**config.mk**
```make
export PLATFORM = sky130hd
export DESIGN_NAME = sram_access_ctrl
export DESIGN_NICKNAME = d
export VERILOG_FILES = /design/src/rtl/sram_access_ctrl.sv
export SDC_FILE = /design/constraint.sdc
export NUM_CORES = 1
export LEC_CHECK = 0
export BUFFER_PORTS_ARGS = -buffer_cell sky130_fd_sc_hd__buf_2
export CAP_MARGIN = 20
export CORE_MARGIN = 1.5
export CORE_UTILIZATION = 40
export DETAILED_ROUTE_END_ITERATION = 7
export PLACE_DENSITY = 0.66
export SETUP_SLACK_MARGIN = 0.4
export SLEW_MARGIN = 5
export SYNTH_ARGS = -nofsm -noshare
export SYNTH_HDL_FRONTEND = slang
export SYNTH_SLANG_ARGS = --single-unit
```
**constraint.sdc**
```tcl
create_clock -name clk -period 3.7 [get_ports clk]
set_input_delay 0.185 -clock clk [delete_from_list [all_inputs] [get_ports clk]]
set_output_delay 0.185 -clock clk [all_outputs]
set_load 0.005 [all_outputs]
```
**src/rtl/sram_access_ctrl.sv**
```systemverilog
// Sequences each 32-bit MEM-stage load/store into two 16-bit SRAM accesses
// (low half first), holding ready low until the whole word has been moved.
module sram_access_ctrl #(
  parameter int          WAIT_CYCLES = 1,
  parameter logic [31:0] DATA_BASE   = 32'd1024
) (
  input  logic        clk,
  input  logic        rst,
  input  logic        MEMread,
  input  logic        MEMwrite,
  input  logic [31:0] address,
  input  logic [31:0] data,
  output logic [31:0] MEM_result,
  output logic        ready,
  output logic [17:0] sram_addr,
  output logic [15:0] sram_dq_out,
  input  logic [15:0] sram_dq_in,
  output logic        sram_dq_oe,
  output logic        sram_we_n,
  output logic        sram_oe_n
);

  localparam logic [3:0] LAST = 4'(WAIT_CYCLES - 1);

  typedef enum logic [1:0] {S_IDLE, S_LO, S_HI, S_DONE} state_t;

  state_t      r_state, w_next;
  logic [3:0]  r_cnt;
  logic [16:0] r_widx;
  logic [31:0] r_data;
  logic        r_wr;
  logic [15:0] r_lo;

  logic        w_req;
  logic        w_last;
  logic [16:0] w_widx;

  assign w_req  = MEMread | MEMwrite;
  assign w_last = (r_cnt == LAST);
  // Word index wraps modulo the 128K-word SRAM.
  assign w_widx = 17'((address - DATA_BASE) >> 2);

  always_ff @(posedge clk or negedge rst) begin
    if (!rst) r_state <= S_IDLE;
    else      r_state <= w_next;
  end

  // Strobes decode straight from state so reset drops them without a clock.
  always_comb begin
    w_next      = r_state;
    ready       = 1'b0;
    sram_addr   = 18'd0;
    sram_dq_out = 16'd0;
    sram_dq_oe  = 1'b0;
    sram_we_n   = 1'b1;
    sram_oe_n   = 1'b1;
    case (r_state)
      S_IDLE: begin
        ready = ~w_req;
        if (w_req) w_next = S_LO;
      end
      S_LO: begin
        sram_addr = {r_widx, 1'b0};
        if (r_wr) begin
          sram_we_n   = 1'b0;
          sram_dq_oe  = 1'b1;
          sram_dq_out = r_data[15:0];
        end else begin
          sram_oe_n = 1'b0;
        end
        if (w_last) w_next = S_HI;
      end
      S_HI: begin
        sram_addr = {r_widx, 1'b1};
        if (r_wr) begin
          sram_we_n   = 1'b0;
          sram_dq_oe  = 1'b1;
          sram_dq_out = r_data[31:16];
        end else begin
          sram_oe_n = 1'b0;
        end
        if (w_last) w_next = S_DONE;
      end
      S_DONE: begin
        ready  = 1'b1;
        w_next = S_IDLE;
      end
      default: w_next = S_IDLE;
    endcase
  end

  always_ff @(posedge clk or negedge rst) begin
    if (!rst) begin
      r_cnt      <= 4'd0;
      r_widx     <= 17'd0;
      r_data     <= 32'd0;
      r_wr       <= 1'b0;
      r_lo       <= 16'd0;
      MEM_result <= 32'd0;
    end else begin
      case (r_state)
        S_IDLE: begin
          if (w_req) begin
            r_cnt  <= 4'd0;
            r_widx <= w_widx;
            r_data <= data;
            r_wr   <= MEMwrite;
          end
        end
        S_LO, S_HI: begin
          r_cnt <= w_last ? 4'd0 : r_cnt + 4'd1;
          if (w_last && !r_wr) begin
            if (r_state == S_LO) r_lo       <= sram_dq_in;
            else                 MEM_result <= {sram_dq_in, r_lo};
          end
        end
        default: ;
      endcase
    end
  end

endmodule

```
==> run summary <==
Synth cell types: 35
Crit-path max FO: 20
Total grt overflow: 0
Fmax achieved: 365 MHz
Detailed placement HPWL: 6860 um
Fin nets: 648
Antenna violations before repair: 0
Hold Violations, Final: 14
Yosys reg bits: 104
Synth Instances: 424
Final Skew: 0.0108 ns
Crit Path Category: flop to primary output
H-tree levels: 3
Inst Count DP: 685
Static leakage: 2.89 nW
Share of cells above drive strength 1: 38.0%
Clk slew on worst S/H paths: 0.07 ns
Cell Area, Synth: 4520 um2
Max Slew Vio Count: 0
R2r worst-path depth: 6
Tmin final: 2.74 ns
Post-synth ARST share: 100%
Number of max-cap violations: 0
Worst rel slew slack: 36.1%
Sequential area share after synthesis: 57.5%
Final setup fails: 0
Vias/cell: 4.95
Clock Latency Late Sink: 0.34 ns
Cell Rows: 38
Filler instances: 1048
Via Count: 3468
Die Span Y: 109 um
Root buf cell: clkbuf_16
CP max stage cell: ha_1
Max Root-Sink Buffers: 2
Worst EP required: 3.51 ns
Worst-path cell chain: inv_1 > ha_1 > nor2_1 > nor2b_2 > and2_1 > buf_2
CTS tree: yes
Antenna-violating nets left: 0
Vias in the first global route: 3427
Fin Hold WS: -0.0323 ns
Die W: 109 um
Largest net degree at the start of global routing: 76
Post-Syn Nets: 516
Detailed Routing Iterations Pass 1: 5
ANT cells: 0
TritonCTS Sinks: 104
Outcome: finished, violations left
Drt wl/cell: 14.3 um
Die area: 12000 um2
Initial Util: 41.4%
Arrival @ worst endpoint: 2.56 ns
Reg-to-Reg Start: r_state[1]
Peak supply drop: 318 uV
Synth Flop Type: dfrtp_1
CTS Buf Count: 9
Power per cell area: 863 nW/um2
Worst slew pin tran: 0.959 ns
First-pass GRT wire length: 16200 um
Fin crit share: 74.1%
Placeable core region: 10900 um2
Layout area overhead: 25.4%
IO buf count: 138
Storage cell area: 2600 um2
Critical Path Max Stage Delay: 0.75 ns
Final Non-Filler Cells: 701
Setup Fix Bufs, Post-CTS: 0
Starting DRT DRC Count: 120
Post-synth EDFFs: 0
Multi-input gate area in the final layout: 1810 um2
GRT Total Usage: 17.5%
CP Capture Type: primary output
I/O pin count: 154
Critical R2R Capture: r_lo[9]
Fin Setup TNS: 0 ns
Worst hold path class: input pin to async pin
Warnings from Yosys: 0
Routability Congestion: 0.725
Drt drc: 0
Failing checks: hold timing
Syn Area/Cell: 10.7 um2
Unrepaired setup endpoints after global routing: false
Critical path's top delay family: simple AND/OR/NAND/NOR gates
R2R Setup Slk: 1.16 ns
Routed WL: 10000 um
Bufs and invs on worst path: 2
CP startpoint kind: flop
-- synth_stat cells, types with 2 or more instances --
library cell | n | share of area [%]
ha_1 | 8 | 2.2
or3_1 | 3 | 0.41
nor3b_1 | 3 | 0.50
and2_1 | 18 | 2.5
o21ai_0 | 9 | 1.0
clkbuf_1 | 14 | 1.2
nand2_1 | 128 | 11
inv_1 | 8 | 0.66
a22oi_1 | 16 | 2.7
a31oi_1 | 5 | 0.69
buf_2 | 3 | 0.33
xnor2_1 | 2 | 0.39
nand2b_1 | 2 | 0.28
a32o_1 | 3 | 0.66
buf_1 | 3 | 0.25
dfrtp_1 | 104 | 58
nor2_1 | 25 | 2.1
o31ai_1 | 3 | 0.50
or4_1 | 3 | 0.50
mux2_2 | 49 | 12
-- state kept, by name (all words and copies together), names as in the netlist --
name / count
r_data: 32
r_state: 2
MEM_result: 32
r_lo: 16
r_widx: 17
r_wr: 1
r_cnt: 4
-- per-stage QoR --
step | hold slack [ns] | setup slack, ns | total power, mW | instance area, um2 | util [%]
2_1_floorplan | -0.111 | 1.77 | 3.19 | 4520 | -
3_3_place_gp | 0.375 | 1.05 | 3.84 | 5340 | 48.8
3_5_place_dp | 0.381 | 1.03 | 3.92 | 5340 | 48.8
4_1_cts | 0.0205 | 0.658 | 4.97 | 5670 | 51.8
5_1_grt | 0.0267 | 0.697 | 5.29 | 5670 | 51.9
6_report | -0.0323 | 0.957 | 4.90 | 5670 | 51.9
-- power by group --
part           internal (mW)  leakage [nW]  switching [mW]
clock                  0.602         0.162           0.429
combinational          0.909          1.46           0.994
sequential              1.69          1.26           0.273
-- per-layer routing --
metal	part of all wire, %	global-route usage, %
met1	46	23.3
met2	45	27.6
met3	8.0	5.75
met4	0.76	4.73
met5	0	0
-- how the worst max path moves through the flow --
stage	start	end	slack, ns	depth (start not counted)
global route	r_state[0]	sram_addr[13]	0.70	6
finish	r_state[0]	sram_addr[11]	0.96	6
CTS	r_state[0]	sram_addr[7]	0.66	6
detailed placement	r_state[0]	sram_addr[7]	1.03	6
floorplan	r_state[1]	r_lo[10]	1.77	7
global placement	r_state[0]	sram_addr[7]	1.05	6
-- cell families (layout without fill, tap and decap cells) --
logic type | Yosys count | count (layout) | synth area share [%]
XOR/XNOR | 2 | 2 | 0.387
AND/OR/NAND/NOR | 191 | 191 | 18.6
AO/OA/AOI/OAI | 41 | 41 | 6.31
adder cells (fa/ha/maj) | 8 | 8 | 2.21
buffers and inverters | 29 | 166 | 2.74
flip-flops | 104 | 104 | 57.5
multiplexers | 49 | 49 | 12.2
-- area by class of cell --
| cell class | instances | area share, % |
|---|---|---|
| inverters | 8 | 0.529 |
| multi-input cells | 291 | 32.0 |
| repair buffers | 142 | 12.8 |
| flip-flops and latches | 104 | 45.9 |
| clock buffers | 9 | 3.97 |
| clock inverters | 7 | 1.81 |
| well taps | 140 | 3.09 |
-- cell usage in the layout, fill, tap and decap left out, types with 8 or more instances in the layout --
cell type,netlist,routed
nor2_1,25,25
a22oi_1,16,16
mux2_2,49,49
inv_1,8,8
and2_1,18,18
o21ai_0,9,9
buf_2,3,137
clkbuf_16,0,9
dfrtp_1,104,104
ha_1,8,8
nand2_1,128,128
-- timing repair --
action,in CTS,in global routing
endpoints found under the setup margin,0,1
resized for setup,0,1
hold buffers,0,0
Note: power is estimated with default switching activity, not from simulation.
